**src/rtl/instr_fetch_unit.sv**
```systemverilog
// Instruction fetch stage: owns the pc, issues one ROM read per instruction,
// waits out the ROM latency and hands {instr, pc} to the core via valid/ready.
module instr_fetch_unit #(
   parameter int                ADDR_W   = 16,
   parameter int                INSTR_W  = 16,
   parameter logic [ADDR_W-1:0] RESET_PC = '0,
   parameter int                ROM_LAT  = 1
) (
   input  logic               clk,
   input  logic               rst,
   output logic [ADDR_W-1:0]  rom_addr,
   output logic               rom_rd,
   input  logic [INSTR_W-1:0] rom_data,
   output logic [INSTR_W-1:0] instr_out,
   output logic [ADDR_W-1:0]  instr_pc,
   output logic               instr_valid,
   input  logic               instr_ready,
   input  logic               redirect_en,
   input  logic [ADDR_W-1:0]  redirect_pc,
   output logic [ADDR_W-1:0]  pc
);

   localparam int CNT_W = 3;

   typedef enum logic [1:0] {
      S_IDLE,
      S_REQ,
      S_WAIT,
      S_HOLD
   } state_t;

   state_t             r_state, w_state_next;
   logic [ADDR_W-1:0]  r_pc, w_pc_next;
   logic [ADDR_W-1:0]  r_rom_addr, w_rom_addr_next;
   logic               r_rom_rd, w_rom_rd_next;
   logic [CNT_W-1:0]   r_cnt, w_cnt_next;
   logic [INSTR_W-1:0] r_instr_out, w_instr_out_next;
   logic [ADDR_W-1:0]  r_instr_pc, w_instr_pc_next;
   logic               r_valid, w_valid_next;

   always_ff @(posedge clk or posedge rst) begin
      if (rst) begin
         r_state <= S_IDLE;
      end else begin
         r_state <= w_state_next;
      end
   end

   always_comb begin
      w_state_next     = r_state;
      w_pc_next        = r_pc;
      w_rom_addr_next  = r_rom_addr;
      w_rom_rd_next    = 1'b0;
      w_cnt_next       = r_cnt;
      w_instr_out_next = r_instr_out;
      w_instr_pc_next  = r_instr_pc;
      w_valid_next     = r_valid;
      unique case (r_state)
         S_IDLE: begin
            w_state_next = S_REQ;
            if (redirect_en) begin
               w_pc_next = redirect_pc;
            end
         end
         S_REQ: begin
            // A held redirect keeps us here so no read is issued for a stale pc.
            if (redirect_en) begin
               w_pc_next = redirect_pc;
            end else begin
               w_rom_addr_next = r_pc;
               w_rom_rd_next   = 1'b1;
               w_cnt_next      = CNT_W'(ROM_LAT);
               w_state_next    = S_WAIT;
            end
         end
         S_WAIT: begin
            if (redirect_en) begin
               w_pc_next    = redirect_pc;
               w_state_next = S_REQ;
            end else if (!r_rom_rd) begin
               // The strobe cycle itself is not counted: ROM data lands
               // ROM_LAT cycles after the strobe is seen on the port.
               w_cnt_next = r_cnt - CNT_W'(1);
               if (r_cnt == CNT_W'(1)) begin
                  w_instr_out_next = rom_data;
                  w_instr_pc_next  = r_pc;
                  w_valid_next     = 1'b1;
                  w_pc_next        = r_pc + ADDR_W'(1);
                  w_state_next     = S_HOLD;
               end
            end
         end
         S_HOLD: begin
            if (redirect_en) begin
               w_pc_next    = redirect_pc;
               w_valid_next = 1'b0;
               w_state_next = S_REQ;
            end else if (instr_ready) begin
               w_valid_next = 1'b0;
               w_state_next = S_REQ;
            end
         end
         default: begin
            w_state_next = S_IDLE;
         end
      endcase
   end

   always_ff @(posedge clk or posedge rst) begin
      if (rst) begin
         r_pc        <= RESET_PC;
         r_rom_addr  <= '0;
         r_rom_rd    <= 1'b0;
         r_cnt       <= '0;
         r_instr_out <= '0;
         r_instr_pc  <= '0;
         r_valid     <= 1'b0;
      end else begin
         r_pc        <= w_pc_next;
         r_rom_addr  <= w_rom_addr_next;
         r_rom_rd    <= w_rom_rd_next;
         r_cnt       <= w_cnt_next;
         r_instr_out <= w_instr_out_next;
         r_instr_pc  <= w_instr_pc_next;
         r_valid     <= w_valid_next;
      end
   end

   assign rom_addr    = r_rom_addr;
   assign rom_rd      = r_rom_rd;
   assign instr_out   = r_instr_out;
   assign instr_pc    = r_instr_pc;
   assign instr_valid = r_valid;
   assign pc          = r_pc;

endmodule
```
**config.mk**
```make
export PLATFORM = sky130hd
export DESIGN_NAME = instr_fetch_unit
export DESIGN_NICKNAME = d
export VERILOG_FILES = /design/src/rtl/instr_fetch_unit.sv
export SDC_FILE = /design/constraint.sdc
export NUM_CORES = 1
export LEC_CHECK = 0
export CAP_MARGIN = 20
export CORE_MARGIN = 8
export CORE_UTILIZATION = 50
export CTS_BUF_LIST = sky130_fd_sc_hd__clkbuf_16
export CTS_CLUSTER_DIAMETER = 150
export DETAILED_ROUTE_END_ITERATION = 12
export GPL_ROUTABILITY_DRIVEN = 0
export PLACE_DENSITY = 0.92
export SKIP_CTS_REPAIR_TIMING = 1
export SLEW_MARGIN = 20
export SYNTH_ARGS = -nofsm -noshare
export SYNTH_HDL_FRONTEND = slang
export SYNTH_SLANG_ARGS = --single-unit
export TNS_END_PERCENT = 100
```
**constraint.sdc**
```tcl
create_clock -name clk -period 3.2 [get_ports clk]
set_input_delay 0.32 -clock clk [delete_from_list [all_inputs] [get_ports clk]]
set_output_delay 0.32 -clock clk [all_outputs]
set_load 0.05 [all_outputs]
```
After elaboration in Yosys (flattened, before gate mapping)
Index checks and enable logic that the tools add are counted.
- input port bits: 36
- bits in registers: 71
- word-level logic and storage cells: 58
- output and inout bits: 66
- add/subtract/negate cells: 2
- eq/ne operators: 12
- reductions and logical operators: 10
- bitwise gates (word level): 2
- muxes and demuxes: 24
- operators by type and width (kind ; number):
    2-to-1 mux 16 bit ; 4
    case mux 16 bit (2 select lines) ; 1
    adder 16 x 1 -> 16 bit (second input constant) ; 1
    2-to-1 mux 2 bit ; 6
    AND reduction 4 bit ; 3
    2-to-1 mux 3 bit ; 3
    != test 3 bit (second input constant) ; 3
    != test 2 bit (second input constant) ; 4
    case mux 2 bit (4 select lines) ; 1
    2-to-1 mux 1 bit ; 7
    case mux 3 bit (2 select lines) ; 1
    AND reduction 5 bit ; 1
    == test 2 bit (second input constant) ; 2
    nonzero test 2 bit ; 2
    == test 3 x 1 -> 1 bit (second input constant) ; 1
    AND reduction 3 bit ; 1
    OR reduction 3 bit ; 1
    subtractor 3 x 1 -> 3 bit (second input constant) ; 1
    == test 2 x 1 -> 1 bit (second input constant) ; 1
    zero test 2 bit ; 1
    != test 2 x 1 -> 1 bit (second input constant) ; 1
    NOT 1 bit ; 2
    case mux 1 bit (2 select lines) ; 1
    AND reduction 2 bit ; 1

Longest topological paths before layout
Gate-level depths: netlist (run 1).
- depth in word-level cells: 5
- gate-level depth with buffers: 8
- gate-level depth less buffers: 6

Least setup slack after synthesis (run 1)
Ideal clock, no wire load.
- kind: flip-flop to flip-flop
- from: register r_pc[0] (netlist: pc[0])
- to: register r_pc[14] (netlist: pc[14])
- arrival time: 1.860 ns
- setup slack: 1.258 ns
- data required time: 3.118 ns
- setup time: 0.082 ns
- buffers on the path: 0
- clock period less this slack: 1.942 ns
- stages on the path, launching flop included: 6
- path through: dfrtp_1 ha_1 nand4_1 nor3_1 or3b_1 a31oi_1
- longest elaborated chain between the ends: 5
- ends and longest elaborated chain (what ; RTL line ; source):
    from (decl) ; 33 ; logic [ADDR_W-1:0] r_pc, w_pc_next;
    from (signal assigned) ; 119 ; r_pc <= w_pc_next;
    adder 16 x 1 -> 16 bit ; 88 ; w_pc_next = r_pc + ADDR_W'(1);
    2-to-1 mux 16 bit ; 84 ; if (r_cnt == CNT_W'(1)) begin
    2-to-1 mux 16 bit ; 80 ; end else if (!r_rom_rd) begin
    2-to-1 mux 16 bit ; 77 ; if (redirect_en) begin
    case mux 16 bit (2 select lines) ; 58 ; unique case (r_state)
Every way passes these cells. The select of a mux whose other input is x is not followed.
A chain may end at the register's enable or synchronous reset.

Worst setup path after layout (run 1)
- from: register r_state[0]
- to: register r_pc[13] (netlist: pc[13])
- longest elaborated chain between the ends: 4
- elaborated cells on any way between the ends: 10
- those cells by class: eq/ne: 6; mux: 1; reduce/logical: 3
- ends and longest elaborated chain (what ; RTL line ; source):
    from (decl) ; 32 ; state_t r_state, w_state_next;
    from (signal assigned) ; 45 ; r_state <= w_state_next;
    == test 2 bit (tied with other cells) ; 58 ;
    OR reduction 3 bit (no source line) ; n/a ;
    != test 2 x 1 -> 1 bit (no source line) ; n/a ;
    AND reduction 3 bit (no source line) ; n/a ;
Parallel ways exist; a longest one is shown, timed or not.

==> summary.txt, run 1 <==
Setup crit start kind = register
Switching share of power = 0.445
I/O pin count = 102
Vias after detailed routing = 2425
# diodes = 0
Cell Area, Placed = 0.00426 mm2
Syn Area/Cell = 12.4 um2
Area grow syn2layout = 43.1%
Layout filler cell count = 422
Post-route cell area = 0.00454 mm2
Nets = 405
P_leak = 1.90 nW
Total GRT Usage = 0.178
Fin crit share = 0.667
Unrepaired setup endpoints after global routing = no
Clk Latency, worst-skew pair = 330 ps
Die area = 0.00915 mm2
Hold slack final = 493 ps
Yosys warns = 0
Worst R2R End = pc[13]
Worst-margin pin slew = 889 ps
Synth area leader = dfrtp_1
Fraction of layout cells with a size suffix above 1 = 0.191
Worst vdd ir = 725 uV
Syn Nets = 300
Drt total wl = 7.91 mm
Mapped Area = 0.00317 mm2
Final slew viol count = 0
Combinational Power Share = 0.524
Drt initial violations = 112
Cell Int Power = 2.84 mW
HP Class = reg -> reg
Clock transition at the registers of the reported paths = 50 ps
Post-synth top flop = dfrtp_1
Hold Path End = instr_pc[5]
Clock share of power = 0.183
Crit path kind = reg -> reg
CP Data Arrival Time = 2360 ps
TritonCTS buffer count = 9
Port bufs = 101
Slew HR = 0.408
Reg2Reg Depth = 6
Clock sinks = 71
Crit path time final = 2130 ps
Drt pass-1 iters = 4
Psw = 2.28 mW
Post-synth EDFFs = 0
Drt wl/cell = 17.9 um
Critical Path RT = 3430 ps
Crit Path Max Fanout = 9
Final setup vio count = 0
Sequential share of power = 0.293
Setup tns final = 0 ps
Critical path endpoint category = register
Final hold viol count = 0
Peak Freq = 0.469 GHz
Reg-to-Reg Start = r_state[0]
Hold_sp = instr_pc[5]
Placed Instances = 428
Clock H-tree levels = 3
Skew final = 6.33 ps
Count of distinct cell types in the synthesized netlist = 42
Die width = 95.7 um
Seq cells post-synth = 71
Die Y = 95.7 um
Initial antenna violation count = 0
Post-synth top area share = 0.560
Mapped Cells = 257
Post-synth ARST share = 1.00
Finished Layout Cells = 443
Register area share after synthesis = 0.560
R2R Setup Slk = 1070 ps
Status = completed
Residual DRC = 0
DRT antenna net count = 0
TritonCTS clock tree = built
Largest cells by area after synthesis = dfrtp_1, mux2_2, ha_1
Initial Util = 0.509
Power per cell area = 1130 mW/mm2
Post-DP HPWL = 5.68 mm
Vias in the first global route = 2486
Root Driver = clkbuf_16
Row count = 29
Grt total ovfl = 0
Max Cap Viol = 0
Global-route wire length before repair = 12.5 mm
Vias per Instance = 5.47
CTS max path bufs = 2
Largest net degree at the start of global routing = 72
Core area = 0.00624 mm2
Worst Hold Depth = 2
[cell families after synthesis]
kind of cell,share of synthesized area
buffers and inverters,0.0300
AND/OR/NAND/NOR,0.103
flip-flops,0.560
multiplexers,0.189
AO/OA/AOI/OAI,0.0686
adder cells (fa/ha/maj),0.0276
XOR/XNOR,0.0221
[final cells by class]
class,instances,area (um2),share of cell area
inverter,12,45.0,0.00991
multi-input combinational,163,1310,0.287
tap,77,96.3,0.0212
sequential,71,1780,0.391
clock buffer,9,225,0.0496
clock inverter,6,53.8,0.0118
timing repair buffer,105,1040,0.229
[per-layer routing]
layer  share of wire  vias up  GRT usage
li1                -     1128          -
met1            0.41     1204      0.210
met2            0.49       81      0.290
met3           0.078       12     0.0567
met4           0.016        0     0.0832
met5               0        -          0
[worst max path at each step]
stage	to	from	slack (ps)
after global routing	pc[12]	r_state[0]	850
after detailed placement	r_state[1]	redirect_en	1020
after global placement	r_state[1]	redirect_en	1100
after floorplan	instr_out[0]	rst	1080
final	pc[13]	r_state[0]	1070
after CTS	pc[12]	r_state[0]	1100
[sequential cells by signal, summed over array words and instances (netlist names)]
name         count
instr_valid      1
pc              16
rom_rd           1
instr_pc        16
r_cnt            3
rom_addr        16
r_state          2
instr_out       16
[power by group through the flow]
stage	clock (mW)	sequential [mW]	combinational, mW
after global placement	0	1.48	2.66
after floorplan	0	2.67	0.617
after detailed placement	0	1.51	2.71
final	0.936	1.50	2.68
after CTS	0.954	1.50	2.71
after global routing	0.991	1.55	2.80
[metrics by stage]
step                      utilization  worst slack [ps]  total power, mW
after global placement          0.683              1100             4.14
after CTS                       0.728              1100             5.17
after floorplan                     -              1080             3.28
after global routing            0.728               847             5.34
final                           0.728              1070             5.12
after detailed placement        0.683              1020             4.22
[worst max-delay path: stages, from the launching register on]
cell       delay [ps]
dfrtp_1           420
inv_1             100
ha_1              320
nand4bb_1         380
nor4_4            440
a211oi_1          120
a211oi_1          240
[cell usage after synthesis, types with 2 or more instances]
master,count
dfrtp_1,71
mux2_2,48
nand2_1,18
nor2_1,12
o21ai_0,12
inv_1,11
ha_1,7
buf_2,6
mux2i_1,6
nor3_1,6
xnor2_1,6
clkbuf_1,4
nand3_1,4
nand4_1,4
a211oi_1,3
a21oi_1,3
nor2b_1,3
nor4_1,3
o21ai_1,3
a311oi_1,2
o22ai_1,2
or3_1,2
xor2_1,2
[cell usage in the layout (no fill, tap or decap), types with 2 or more instances in the layout]
| master | count |
|---|---|
| clkdlybuf4s50_1 | 101 |
| dfrtp_1 | 71 |
| mux2_2 | 48 |
| nand2_1 | 18 |
| nor2_1 | 12 |
| o21ai_0 | 12 |
| inv_1 | 11 |
| clkbuf_16 | 9 |
| ha_1 | 7 |
| xnor2_1 | 6 |
| nor3_1 | 6 |
| mux2i_1 | 6 |
| nand3_1 | 4 |
| nand4_1 | 4 |
| buf_4 | 4 |
| clkinv_1 | 3 |
| a21oi_1 | 3 |
| o21ai_1 | 3 |
| nor4_1 | 3 |
| a211oi_1 | 3 |
| xor2_1 | 2 |
| a311oi_1 | 2 |
| or3_1 | 2 |
| o22ai_1 | 2 |
| nor2b_1 | 2 |
No activity file was read; power rests on OpenSTA's default activity.
==> run 2, diff against run 1 <==
--- a/config.mk
+++ b/config.mk
@@ -7,12 +7,12 @@
 export LEC_CHECK = 0
 export CAP_MARGIN = 20
 export CORE_MARGIN = 8
-export CORE_UTILIZATION = 50
+export CORE_UTILIZATION = 42
 export CTS_BUF_LIST = sky130_fd_sc_hd__clkbuf_16
 export CTS_CLUSTER_DIAMETER = 150
 export DETAILED_ROUTE_END_ITERATION = 12
 export GPL_ROUTABILITY_DRIVEN = 0
-export PLACE_DENSITY = 0.92
+export PLACE_DENSITY = 0.83
 export SKIP_CTS_REPAIR_TIMING = 1
 export SLEW_MARGIN = 20
 export SYNTH_ARGS = -nofsm -noshare
==> constraint.sdc (replaced) <==
create_clock -name clk -period 1.71 [get_ports clk]
set_input_delay 0.171 -clock clk [delete_from_list [all_inputs] [get_ports clk]]
set_output_delay 0.171 -clock clk [all_outputs]
set_load 0.05 [all_outputs]
==> run 2 against run 1 <==
  * Clock skew shrank 0.57 ps
  * Count of clock-buffer cells in the layout unchanged
  * Non-clock buffer count rose by 24
  * Die area rose by 16%
  * Highest routed layer unchanged
==> summary.txt, run 2 (same netlist as run 1, synthesis figures left out) <==
Commonest non-fill, non-tap cell in the layout = clkdlybuf4s50_1
Final setup vio count = 0 (unchanged)
CP Data Arrival Time = 1530 ps (-830 ps)
Port bufs = 101 (unchanged)
Final Total Pwr = 10.0 mW (+96%)
Drt wl/cell = 17.7 um (-1.0%)
Clk Latency, worst-skew pair = 330 ps (about the same)
I/O pin count = 102 (unchanged)
Power per cell area = 2060 mW/mm2 (+83%)
TritonCTS buffer count = 9 (unchanged)
Initial Util = 0.435 (-0.0733)
Crit path kind = reg -> out
Critical path endpoint category = output pin
Residual DRC = 0 (unchanged)
Initial antenna violation count = 0 (unchanged)
Crit path time final = 1700 ps
Drt initial violations = 121 (+8.0%)
Clock sinks = 71 (unchanged)
Status = completed
Drt pass-1 iters = 4 (unchanged)
Psw = 4.47 mW (+96%)
CP cell instances = clkdlybuf4s50_1
Commonest cells after routing, fill and taps aside = clkdlybuf4s50_1, dfrtp_1, buf_4
Vias per Instance = 5.12 (-6.5%)
Vias after detailed routing = 2508 (+3.4%)
Nets = 429 (+5.9%)
Cell Int Power = 5.55 mW (+96%)
# diodes = 0 (unchanged)
Final hold viol count = 0 (unchanged)
Largest stage delay, worst path = 830 ps (+390 ps)
Die Y = 103 um (+7.6%)
DRT antenna net count = 0 (unchanged)
Unrepaired setup endpoints after global routing = yes
TritonCTS clock tree = built
Place WS = -26.2 ps (-1040 ps)
Area grow syn2layout = 53.4%
Vias in the first global route = 2607 (+4.9%)
Buf+Inv Stages, Crit Path = 1 (unchanged)
P_leak = 2.12 nW (+12%)
CTS max path bufs = 2 (unchanged)
Largest net degree at the start of global routing = 72 (unchanged)
Die area = 0.0106 mm2 (+16%)
Grt total ovfl = 0 (unchanged)
Max Cap Viol = 0 (unchanged)
Clock transition at the registers of the reported paths = 60 ps (about the same)
Drt total wl = 8.66 mm (+9.5%)
Setup ws final = 12.3 ps (-1050 ps)
Root Driver = clkbuf_16
Post-DP HPWL = 6.17 mm (+8.5%)
Switching share of power = 0.446 (+0.000744)
Clock share of power = 0.185 (+0.002)
Placed Instances = 469 (+9.6%)
Core area = 0.00729 mm2 (+17%)
Fraction of layout cells with a size suffix above 1 = 0.376 (+0.185)
Clock H-tree levels = 3 (unchanged)
Row count = 31 (+6.9%)
Crit Path Max Fanout = 2 (-7)
Top delay family on crit path = buffers and inverters
Total GRT Usage = 0.163 (-0.0154)
Peak Freq = 0.589 GHz
Critical Path RT = 1540 ps (-1890 ps)
Global-route wire length before repair = 13.2 mm (+5.0%)
Setup crit start kind = register
Final slew viol count = 0 (unchanged)
Sequential share of power = 0.281 (-0.012)
Combinational Power Share = 0.534 (+0.010)
Slowest cell on crit path = clkdlybuf4s50_1
Fin crit share = 0.993
Skew final = 5.76 ps (-0.573 ps)
Die width = 103 um (+7.6%)
Worst-margin pin slew = 535 ps (-353 ps)
HP Class = in -> async
Slew HR = 0.642 (+0.234)
Setup tns final = 0 ps (unchanged)
Worst vdd ir = 1250 uV (+72%)
Layout filler cell count = 576 (+36%)
Finished Layout Cells = 490 (+11%)
run 2: changes by cell type in the layout (fill, tap and decap cells not counted), sizes merged:
cell           before  now
clkinvlp            1    4
dlymetal6s2s        0    7
inv                12   11
clkdlybuf4s50     101   67
buf                 4   55
clkinv              4    3
run 2: layer usage:
layer | routed length [um] | part of all wire | vias up | GRT usage
met3 | 660 | 0.076 | 10 | 0.0641
li1 | - | - | 1179 | -
met1 | 3540 | 0.41 | 1239 | 0.190
met5 | 0 | 0 | - | 0
met2 | 4360 | 0.50 | 80 | 0.268
met4 | 106 | 0.012 | 0 | 0.0545
run 2: metrics by stage:
step,util,area [um2],hold WS (ps)
final,0.668,4870,299
after detailed placement,0.609,4440,476
after CTS,0.650,4740,301
after floorplan,-,3240,291
after global routing,0.668,4870,338
after global placement,0.609,4440,466
run 2: final timing paths:
path | startpoint | slack (ps) | cells past startpoint | end
max | instr_out[5] | 10 | 1 | instr_out[5]
max reg2reg | r_state[0] | 20 | 6 | rom_addr[15]
min in group clk | redirect_pc[2] | 410 | 3 | pc[2]
min | rst | 300 | 3 | instr_out[9]
max in group asynchronous | rst | 1100 | 3 | pc[9]
min reg2reg | instr_pc[5] | 480 | 2 | instr_pc[5]
run 2: area by class of cell:
cell class | count | area, um2 | share of cell area
clock buffers | 9 | 225 | 0.0463
clock inverters | 7 | 71.3 | 0.0146
inverters | 12 | 48.8 | 0.0100
multi-input cells | 163 | 1390 | 0.285
flip-flops and latches | 71 | 1790 | 0.368
well taps | 99 | 124 | 0.0254
repair buffers | 129 | 1220 | 0.251
run 2: power by group through the flow:
stage                     clock [mW]  sequential [mW]  combinational [mW]
final                           1.86             2.82                5.35
after global routing            1.95             2.92                5.60
after CTS                       1.89             2.81                5.21
after detailed placement           0             2.83                5.20
after global placement             0             2.78                5.11
after floorplan                    0             5.01                1.21
